## src/rtl/axi_wr_burst_master_if.sv

```systemverilog
// axi_wr_burst_master_if
//   AXI3 write-channel bundle (AW, W, B) between a write master and a slave.
//   master modport: drives AW*/W*/BREADY, samples AWREADY/WREADY/B*.
//   slave modport : the mirror image.
interface axi_wr_burst_master_if;
  logic [3:0]  AWID;
  logic [31:0] AWADDR;
  logic [3:0]  AWLEN;
  logic [2:0]  AWSIZE;
  logic [1:0]  AWBURST;
  logic        AWVALID;
  logic        AWREADY;
  logic [3:0]  WID;
  logic [31:0] WDATA;
  logic [3:0]  WSTRB;
  logic        WLAST;
  logic        WVALID;
  logic        WREADY;
  logic        BREADY;
  logic [3:0]  BID;
  logic [1:0]  BRESP;
  logic        BVALID;

  modport master (
    output AWID, AWADDR, AWLEN, AWSIZE, AWBURST, AWVALID,
    input  AWREADY,
    output WID, WDATA, WSTRB, WLAST, WVALID,
    input  WREADY,
    output BREADY,
    input  BID, BRESP, BVALID
  );

  modport slave (
    input  AWID, AWADDR, AWLEN, AWSIZE, AWBURST, AWVALID,
    output AWREADY,
    input  WID, WDATA, WSTRB, WLAST, WVALID,
    output WREADY,
    input  BREADY,
    output BID, BRESP, BVALID
  );
endinterface

```

## src/rtl/axi_wr_burst_master.sv

```systemverilog
// axi_wr_burst_master
//   Single-outstanding AXI3 write burst engine. Accepts one command
//   (addr/len/size/id), issues AW (INCR), streams len+1 local data beats
//   onto W with WLAST on the final beat, then collects the B response and
//   pulses done with the response code and an ID-mismatch flag.
// Ports
//   clk, rst            : clock, asynchronous active-low reset
//   cmd_*               : command handshake and fields
//   wd_*                : local data-beat handshake, data, strobes
//   axi (master)        : AXI3 AW/W/B channels
//   done/done_resp/
//   done_id_err         : one-cycle completion pulse with response status
//   busy                : FSM not idle
// Configuration
//   AXI_WR_MST_TIMEOUT_EN : when defined, RESP gives up after TIMEOUT_CYC
//                           cycles without BVALID and reports SLVERR.
module axi_wr_burst_master #(
  parameter int unsigned TIMEOUT_CYC = 256
) (
  input  logic                         clk,
  input  logic                         rst,
  input  logic                         cmd_valid,
  output logic                         cmd_ready,
  input  logic [31:0]                  cmd_addr,
  input  logic [3:0]                   cmd_len,
  input  logic [2:0]                   cmd_size,
  input  logic [3:0]                   cmd_id,
  input  logic                         wd_valid,
  output logic                         wd_ready,
  input  logic [31:0]                  wd_data,
  input  logic [3:0]                   wd_strb,
  axi_wr_burst_master_if.master        axi,
  output logic                         done,
  output logic [1:0]                   done_resp,
  output logic                         done_id_err,
  output logic                         busy
);

  typedef enum logic [1:0] {IDLE, ADDR, DATA, RESP} state_e;

  state_e      state_q;
  logic        cmd_ready_q, busy_q;
  logic [3:0]  len_q, id_q;
  logic [31:0] awaddr_q;
  logic [2:0]  awsize_q;
  logic        awvalid_q;
  logic [31:0] wdata_q;
  logic [3:0]  wstrb_q;
  logic        wlast_q, wvalid_q;
  logic        bready_q;
  logic [4:0]  loaded_q;  // beats taken from local side, 0..16
  logic [3:0]  beat_q;    // beats issued on W
  logic        done_q, done_id_err_q;
  logic [1:0]  done_resp_q;
  logic        wd_hs, w_hs;

`ifdef AXI_WR_MST_TIMEOUT_EN
  localparam int unsigned TW = $clog2(TIMEOUT_CYC);
  logic [TW-1:0] tmo_q;
`else
  logic unused_timeout;
  assign unused_timeout = ^TIMEOUT_CYC;
`endif

  // One-entry W output register: refill when empty or draining this cycle.
  assign wd_ready = (state_q == DATA) && (!wvalid_q || axi.WREADY)
                    && (loaded_q <= {1'b0, len_q});
  assign wd_hs    = wd_valid && wd_ready;
  assign w_hs     = wvalid_q && axi.WREADY;

  always_ff @(posedge clk or negedge rst) begin
    if (!rst) begin
      state_q       <= IDLE;
      cmd_ready_q   <= 1'b0;
      busy_q        <= 1'b0;
      len_q         <= '0;
      id_q          <= '0;
      awaddr_q      <= '0;
      awsize_q      <= '0;
      awvalid_q     <= 1'b0;
      wdata_q       <= '0;
      wstrb_q       <= '0;
      wlast_q       <= 1'b0;
      wvalid_q      <= 1'b0;
      bready_q      <= 1'b0;
      loaded_q      <= '0;
      beat_q        <= '0;
      done_q        <= 1'b0;
      done_resp_q   <= '0;
      done_id_err_q <= 1'b0;
`ifdef AXI_WR_MST_TIMEOUT_EN
      tmo_q         <= '0;
`endif
    end else begin
      done_q <= 1'b0;
      case (state_q)
        IDLE: begin
          cmd_ready_q <= 1'b1;
          if (cmd_valid && cmd_ready_q) begin
            awaddr_q    <= cmd_addr;
            len_q       <= cmd_len;
            awsize_q    <= cmd_size;
            id_q        <= cmd_id;
            awvalid_q   <= 1'b1;
            cmd_ready_q <= 1'b0;
            busy_q      <= 1'b1;
            loaded_q    <= '0;
            beat_q      <= '0;
            state_q     <= ADDR;
          end
        end
        ADDR: begin
          if (axi.AWREADY) begin
            awvalid_q <= 1'b0;
            state_q   <= DATA;
          end
        end
        DATA: begin
          if (wd_hs) begin
            wdata_q  <= wd_data;
            wstrb_q  <= wd_strb;
            wlast_q  <= (loaded_q == {1'b0, len_q});
            wvalid_q <= 1'b1;
            loaded_q <= loaded_q + 5'd1;
          end else if (w_hs) begin
            wvalid_q <= 1'b0;
            wlast_q  <= 1'b0;
          end
          if (w_hs) begin
            beat_q <= beat_q + 4'd1;
            if (beat_q == len_q) begin
              bready_q <= 1'b1;
              state_q  <= RESP;
`ifdef AXI_WR_MST_TIMEOUT_EN
              tmo_q    <= '0;
`endif
            end
          end
        end
        RESP: begin
`ifdef AXI_WR_MST_TIMEOUT_EN
          tmo_q <= tmo_q + TW'(1);
`endif
          if (axi.BVALID) begin
            done_q        <= 1'b1;
            done_resp_q   <= axi.BRESP;
            done_id_err_q <= (axi.BID != id_q);
            bready_q      <= 1'b0;
            busy_q        <= 1'b0;
            cmd_ready_q   <= 1'b1;
            state_q       <= IDLE;
          end
`ifdef AXI_WR_MST_TIMEOUT_EN
          else if (tmo_q == TW'(TIMEOUT_CYC - 1)) begin
            done_q        <= 1'b1;
            done_resp_q   <= 2'b10;
            done_id_err_q <= 1'b0;
            bready_q      <= 1'b0;
            busy_q        <= 1'b0;
            cmd_ready_q   <= 1'b1;
            state_q       <= IDLE;
          end
`endif
        end
        default: state_q <= IDLE;
      endcase
    end
  end

  assign cmd_ready   = cmd_ready_q;
  assign busy        = busy_q;
  assign done        = done_q;
  assign done_resp   = done_resp_q;
  assign done_id_err = done_id_err_q;

  assign axi.AWID    = id_q;
  assign axi.AWADDR  = awaddr_q;
  assign axi.AWLEN   = len_q;
  assign axi.AWSIZE  = awsize_q;
  assign axi.AWBURST = 2'b01;
  assign axi.AWVALID = awvalid_q;
  assign axi.WID     = id_q;
  assign axi.WDATA   = wdata_q;
  assign axi.WSTRB   = wstrb_q;
  assign axi.WLAST   = wlast_q;
  assign axi.WVALID  = wvalid_q;
  assign axi.BREADY  = bready_q;

endmodule

```

## src/flat_wrapper.sv

```systemverilog
// flat-port wrapper written by rule: the top's interface ports become plain ports
module axi_wr_burst_master_flat 
#(
  parameter int unsigned TIMEOUT_CYC = 256
)
  (clk, rst, cmd_valid, cmd_ready, cmd_addr, cmd_len, cmd_size, cmd_id, wd_valid, wd_ready, wd_data, wd_strb, done, done_resp, done_id_err, busy, axi_AWID, axi_AWADDR, axi_AWLEN, axi_AWSIZE, axi_AWBURST, axi_AWVALID, axi_AWREADY, axi_WID, axi_WDATA, axi_WSTRB, axi_WLAST, axi_WVALID, axi_WREADY, axi_BREADY, axi_BID, axi_BRESP, axi_BVALID);
  axi_wr_burst_master_if axi_i ();
  input  logic clk;
  input  logic rst;
  input  logic cmd_valid;
  output logic cmd_ready;
  input  logic [31:0] cmd_addr;
  input  logic [3:0] cmd_len;
  input  logic [2:0] cmd_size;
  input  logic [3:0] cmd_id;
  input  logic wd_valid;
  output logic wd_ready;
  input  logic [31:0] wd_data;
  input  logic [3:0] wd_strb;
  output logic done;
  output logic [1:0] done_resp;
  output logic done_id_err;
  output logic busy;
  output wire logic [$bits(axi_i.AWID)-1:0] axi_AWID;
  output wire logic [$bits(axi_i.AWADDR)-1:0] axi_AWADDR;
  output wire logic [$bits(axi_i.AWLEN)-1:0] axi_AWLEN;
  output wire logic [$bits(axi_i.AWSIZE)-1:0] axi_AWSIZE;
  output wire logic [$bits(axi_i.AWBURST)-1:0] axi_AWBURST;
  output wire logic [$bits(axi_i.AWVALID)-1:0] axi_AWVALID;
  input wire logic [$bits(axi_i.AWREADY)-1:0] axi_AWREADY;
  output wire logic [$bits(axi_i.WID)-1:0] axi_WID;
  output wire logic [$bits(axi_i.WDATA)-1:0] axi_WDATA;
  output wire logic [$bits(axi_i.WSTRB)-1:0] axi_WSTRB;
  output wire logic [$bits(axi_i.WLAST)-1:0] axi_WLAST;
  output wire logic [$bits(axi_i.WVALID)-1:0] axi_WVALID;
  input wire logic [$bits(axi_i.WREADY)-1:0] axi_WREADY;
  output wire logic [$bits(axi_i.BREADY)-1:0] axi_BREADY;
  input wire logic [$bits(axi_i.BID)-1:0] axi_BID;
  input wire logic [$bits(axi_i.BRESP)-1:0] axi_BRESP;
  input wire logic [$bits(axi_i.BVALID)-1:0] axi_BVALID;
  assign axi_AWID = axi_i.AWID;
  assign axi_AWADDR = axi_i.AWADDR;
  assign axi_AWLEN = axi_i.AWLEN;
  assign axi_AWSIZE = axi_i.AWSIZE;
  assign axi_AWBURST = axi_i.AWBURST;
  assign axi_AWVALID = axi_i.AWVALID;
  assign axi_i.AWREADY = axi_AWREADY;
  assign axi_WID = axi_i.WID;
  assign axi_WDATA = axi_i.WDATA;
  assign axi_WSTRB = axi_i.WSTRB;
  assign axi_WLAST = axi_i.WLAST;
  assign axi_WVALID = axi_i.WVALID;
  assign axi_i.WREADY = axi_WREADY;
  assign axi_BREADY = axi_i.BREADY;
  assign axi_i.BID = axi_BID;
  assign axi_i.BRESP = axi_BRESP;
  assign axi_i.BVALID = axi_BVALID;
  axi_wr_burst_master #(.TIMEOUT_CYC(TIMEOUT_CYC)) u_core (.clk(clk), .rst(rst), .cmd_valid(cmd_valid), .cmd_ready(cmd_ready), .cmd_addr(cmd_addr), .cmd_len(cmd_len), .cmd_size(cmd_size), .cmd_id(cmd_id), .wd_valid(wd_valid), .wd_ready(wd_ready), .wd_data(wd_data), .wd_strb(wd_strb), .axi(axi_i), .done(done), .done_resp(done_resp), .done_id_err(done_id_err), .busy(busy));
endmodule
```

## config.mk

```make
export PLATFORM = sky130hd
export DESIGN_NAME = axi_wr_burst_master_flat
export DESIGN_NICKNAME = d
export VERILOG_FILES = /design/src/rtl/axi_wr_burst_master_if.sv /design/src/rtl/axi_wr_burst_master.sv /design/src/flat_wrapper.sv
export SDC_FILE = /design/constraint.sdc
export NUM_CORES = 1
export LEC_CHECK = 0
export ABC_CLOCK_PERIOD_IN_PS = 4900
export CORE_MARGIN = 5
export CORE_UTILIZATION = 45
export DETAILED_ROUTE_END_ITERATION = 12
export PLACE_DENSITY = 0.95
export SYNTH_ARGS = -nofsm -noshare
export SYNTH_HDL_FRONTEND = slang
export SYNTH_SLANG_ARGS = --single-unit
export TNS_END_PERCENT = 30
```

## constraint.sdc

```tcl
create_clock -name clk -period 4.9 [get_ports clk]
set_clock_uncertainty 0.2 [all_clocks]
set_input_delay 1.47 -clock clk [delete_from_list [all_inputs] [get_ports clk]]
set_output_delay 1.47 -clock clk [all_outputs]
set_load 0.005 [all_outputs]
```

## Yosys cells after proc, flatten, opt, wreduce, memory -nomap -nowiden

Index checks and enable logic that the tools add are counted.

| operators by class | value |
|---|---|
| eq/ne operators | 12 |
| magnitude comparators | 1 |
| add/sub/neg operators | 2 |
| multiplexer cells | 28 |
| reductions and logical operators | 24 |

Operators with widths:

| cell | count |
|---|---|
| 1-bit two-way mux | 12 |
| 3-bit AND reduction | 4 |
| 2-bit two-way mux | 5 |
| 5-bit two-way mux | 2 |
| 5-bit one-hot mux with 2 select lines | 1 |
| 2-bit AND reduction | 5 |
| 2-bit nonzero test | 5 |
| 4-bit two-way mux | 2 |
| 1-bit one-hot mux with 2 select lines | 4 |
| 2-bit one-hot mux with 4 select lines | 1 |
| 4-bit one-hot mux with 2 select lines | 1 |
| 2-bit by 1-bit != test with 1-bit output (second input constant) | 3 |
| 2-bit != test (second input constant) | 3 |
| 5-bit by 1-bit adder with 5-bit output (second input constant) | 1 |
| 5-bit by 4-bit == test with 1-bit output | 1 |
| 5-bit by 4-bit less-or-equal comparator with 1-bit output | 1 |
| 1-bit logical AND | 5 |
| 5-bit AND reduction | 1 |
| 4-bit by 1-bit adder with 4-bit output (second input constant) | 1 |
| 2-bit == test (second input constant) | 2 |
| 4-bit == test | 1 |
| 4-bit != test | 1 |
| 4-bit AND reduction | 1 |
| 2-bit by 1-bit == test with 1-bit output (second input constant) | 1 |
| 3 further kinds | 3 |

| word-level totals | value |
|---|---|
| logic and storage cells | 85 |
| bits of input ports | 92 |
| output and inout bits | 96 |
| flip-flop bits (word level) | 100 |

## Depth between registers and ports, before layout

| depth | value |
|---|---|
| depth after elaboration | 7 |
| gate-level depth with buffers | 8 |
| mapped depth without buffers | 7 |

## Worst setup path before layout

OpenSTA, ideal clock, no wires.

| path | value |
|---|---|
| path type | input port to output port |
| from | input axi_WREADY |
| to | output wd_ready |
| slack | 1.558 ns |
| cell stages on the path | 2 |
| buffers on the path | 0 |
| arrival | 1.672 ns |
| data required time | 3.230 ns |
| cell sequence | o21ai_0 > a21oi_1 |

| on the way | value |
|---|---|
| word-level cells in the longest chain between the ends | 3 |

RTL lines:

| what | line | source |
|---|---|---|
| start, declared | flat_wrapper.sv:36 | `input wire logic [$bits(axi_i.WREADY)-1:0] axi_WREADY;` |
| 1-bit logical OR | axi_wr_burst_master.sv:66 | `assign wd_ready = (state_q == DATA) && (!wvalid_q \|\| axi.WREADY)` |
| 1-bit logical AND | axi_wr_burst_master.sv:66 |  |
| 1-bit logical AND | axi_wr_burst_master.sv:67 | `&& (loaded_q <= {1'b0, len_q});` |
| end, declared | flat_wrapper.sv:17 | `output logic wd_ready;` |

Every way passes these cells.

## Worst setup path in the final report

Same ends and word-level chain as after synthesis.

==> flow_summary.json <==
{
  "worstMarginPinSlew_ns": 1.14,
  "holdWs_ns": 0.278,
  "fin_ws_ns": 0.516,
  "max_freq_ghz": 0.228,
  "grt_use_total_pct": 19.4,
  "fp.dieW_um": 108,
  "seq_area_um2": 2500,
  "cts_sinks": 100,
  "final_common_cell": "clkdlybuf4s50_1",
  "dpl_cell_area_um2": 6190,
  "totalWireLength_um": 10800,
  "hold_violations": 0,
  "ir_drop_mv": 0.281,
  "clk_pin_slew_ns": 0.09,
  "layout_common_cells": "184 x clkdlybuf4s50_1, 145 x nand2_1, 100 x dfrtp_1, 39 x mux2_2, 16 x o21ai_0",
  "via_per_inst": 4.82,
  "syn_inst": 398,
  "max-slew-margin-rel_pct": 24.3,
  "fp.coreArea_um2": 9280,
  "htree_levels": 3,
  "layout_worst_path_cycle_share_pct": 89.5,
  "power_switching_mw": 1.20,
  "yosys.area_share.simple_pct": 15.6,
  "yosysTopAreaCellShare_pct": 58.3,
  "cts_setup_buffers": 0,
  "syn_nets": 500,
  "crit_path_frequent_cell": "clkdlybuf4s50_1",
  "drive_gt1_share_pct": 11.1,
  "start_kind": "primary input",
  "cts_buffer_depth": 2,
  "grt_pass1_wl_um": 18000,
  "slew_violations": 0,
  "power_density_nw_per_um2": 576,
  "ys.warnings.count": 0,
  "post_synth_mux_area_share_pct": 10.2,
  "p_leak_nw": 2.88,
  "synth_area_um2": 4290,
  "crit_chain": "clkdlybuf4s50_1 -> o21ai_0 -> a21oi_1 -> clkdlybuf4s50_1",
  "status": "finished clean",
  "design_area_um2": 6360,
  "dpl.hpwl_um": 8240,
  "crit_slowest_cell": "clkdlybuf4s50_1",
  "cts_tree": "done",
  "num_io_pins": 188,
  "holdCritPathClass": "flop to flop",
  "endpoint_kind": "output port",
  "yosysTopAreaCell": "dfrtp_1",
  "final.setup.tns_ns": 0,
  "synth_top_family_by_area": "simple AND/OR/NAND/NOR gates",
  "intPower_mw": 2.46,
  "die_h_um": 108,
  "antenna_left": 0,
  "fillers": 692,
  "grt_pass1_vias": 3633,
  "min_period_ns": 4.38,
  "pre_cts_ws_ns": 0.502,
  "synth_enable_flop_cells": 0,
  "setup_viol": 0,
  "multi_input_area_um2": 1590,
  "vias": 3435,
  "pwr-share-clk_pct": 12.7,
  "row_count": 35,
  "initial_core_util_pct": 46.2,
  "numCtsBuffers": 9,
  "synth_flop_cell": "dfrtp_1",
  "fin_nets": 680,
  "gp_congestion": 0.795,
  "ys_top_cells_by_area": "dfrtp_1 58%, nand2_1 13%, mux2_2 10%",
  "seq_area_frac_synth_pct": 58.3,
  "worstSkewPairLatency_ns": 0.35,
  "cts-root-buf": "clkbuf_8",
  "dieArea_um2": 11600,
  "async_flop_share_pct": 100,
  "cts_hold_repair.buffers": 0,
  "switching_share_pct": 32.8,
  "synth-compound-area-share_pct": 6.04,
  "yosysUniqueCellTypes": 36,
  "yosys.area_share.xor_xnor_pct": 2.04,
  "synth_fa_ha_area_share_pct": 2.92,
  "grt_overflow": 0,
  "arrival_ns": 2.71,
  "diodes": 0,
  "drt_iter0_drc": 129,
  "drtPass1Iterations": 5,
  "critPathKind": "primary input to output port",
  "areaGrowthSynthToFinish_pct": 48.3,
  "cts_repair_resize_count": 0,
  "ys_ff_latch": 100,
  "antenna_found_initial": 0,
  "p_comb_share_pct": 47.7,
  "port_buffers": 185,
  "grt_max_degree": 93,
  "cpPeakStageDelay_ns": 0.53,
  "critical_path.max_fanout": 5,
  "maxCapViolations": 0,
  "cp_data_required_time_ns": 3.23,
  "rsz0062_at_grt": "false",
  "seq_power_share_pct": 39.6,
  "routedWlPerCell_um": 15.2,
  "drc": 0,
  "syn_avg_cell_area_um2": 10.8
}
## path summary, 6_finish.rpt
check                                     startpoint              endpoint  slack, ns  cells after the start
worst max-delay path                      axi_WREADY              wd_ready       0.52                      4
min in group asynchronous                        rst  u_core.axi.WDATA[25]       1.12                      1
worst min-delay path            u_core.axi.AWADDR[6]  u_core.axi.AWADDR[6]       0.28                      2
worst max register to register    u_core.loaded_q[2]  u_core.axi.WDATA[12]       2.06                      6
worst min register to register  u_core.axi.AWADDR[6]  u_core.axi.AWADDR[6]       0.28                      2
max in group asynchronous                        rst      u_core.cmd_ready       2.59                      2
## critical path, delay by kind of cell
family / cells / cell delay (ns)
compound gates: 2 / 0.20
buf+inv: 2 / 1.04
## Yosys cell counts, drive strengths merged (2+ instances only)
| cell type | instances |
|---|---|
| a21o | 2 |
| a21oi | 5 |
| buf | 10 |
| clkbuf | 11 |
| conb | 2 |
| dfrtp | 100 |
| ha | 10 |
| inv | 14 |
| mux2 | 39 |
| nand2 | 145 |
| nand3 | 8 |
| nor2 | 4 |
| nor4 | 2 |
| o211ai | 3 |
| o21ai | 17 |
| o221ai | 3 |
| o2bb2ai | 2 |
| xor2 | 9 |
## logic make-up after synthesis
group / count (synthesis)
AOI/OAI and AO/OA: 37
xor gates and xnor gates: 10
adders and majority gates: 10
buffers and inverters: 35
DFF: 100
muxes: 39
other: 2
and+or+nand+nor: 165
## stage by stage
step | power [mW] | instances | utilization, %
6_report | 3.66 | 712 | 68.5
5_1_grt | 3.97 | 712 | 68.5
4_1_cts | 3.72 | 712 | 68.5
3_5_place_dp | 3.24 | 696 | 66.7
3_3_place_gp | 3.15 | 696 | 66.7
2_1_floorplan | 2.25 | 398 | -
## routing by layer
metal / vias up / routed length [um] / track usage [%] / share of wire [%]
met1: 1619 / 4450 / 24.2 / 41
li1: 1652 / - / - / -
met4: 0 / 233 / 7.30 / 2.2
met2: 143 / 5110 / 32.0 / 47
met3: 21 / 1010 / 5.76 / 9.3
met5: - / 0 / 0 / 0
## registers in the layout (all words and copies together), names as in the netlist, 2 cells and up
register / flops
u_core.axi.AWADDR: 32
u_core.axi.WDATA: 32
u_core.loaded_q: 5
u_core.axi.AWID: 4
u_core.axi.AWLEN: 4
u_core.axi.WSTRB: 4
u_core.beat_q: 4
u_core.axi.AWSIZE: 3
u_core.done_resp: 2
u_core.state_q: 2
## cell type report
cell class,instances,area share (%)
Clock buffer,11,2.07
Clock inverter,5,0.590
Inverter,14,0.826
Multi-Input combinational cell,263,25.0
Sequential cell,100,39.3
Tap cell,129,2.54
Timing Repair Buffer,190,29.7
## power by group through the flow
stage / registers [mW] / logic [mW] / clock network [mW]
6_report: 1.45 / 1.75 / 0.466
5_1_grt: 1.52 / 1.93 / 0.521
4_1_cts: 1.46 / 1.78 / 0.485
3_5_place_dp: 1.47 / 1.77 / 0
3_3_place_gp: 1.44 / 1.71 / 0
2_1_floorplan: 1.47 / 0.776 / 0
Note: power is estimated with default switching activity, not from simulation.
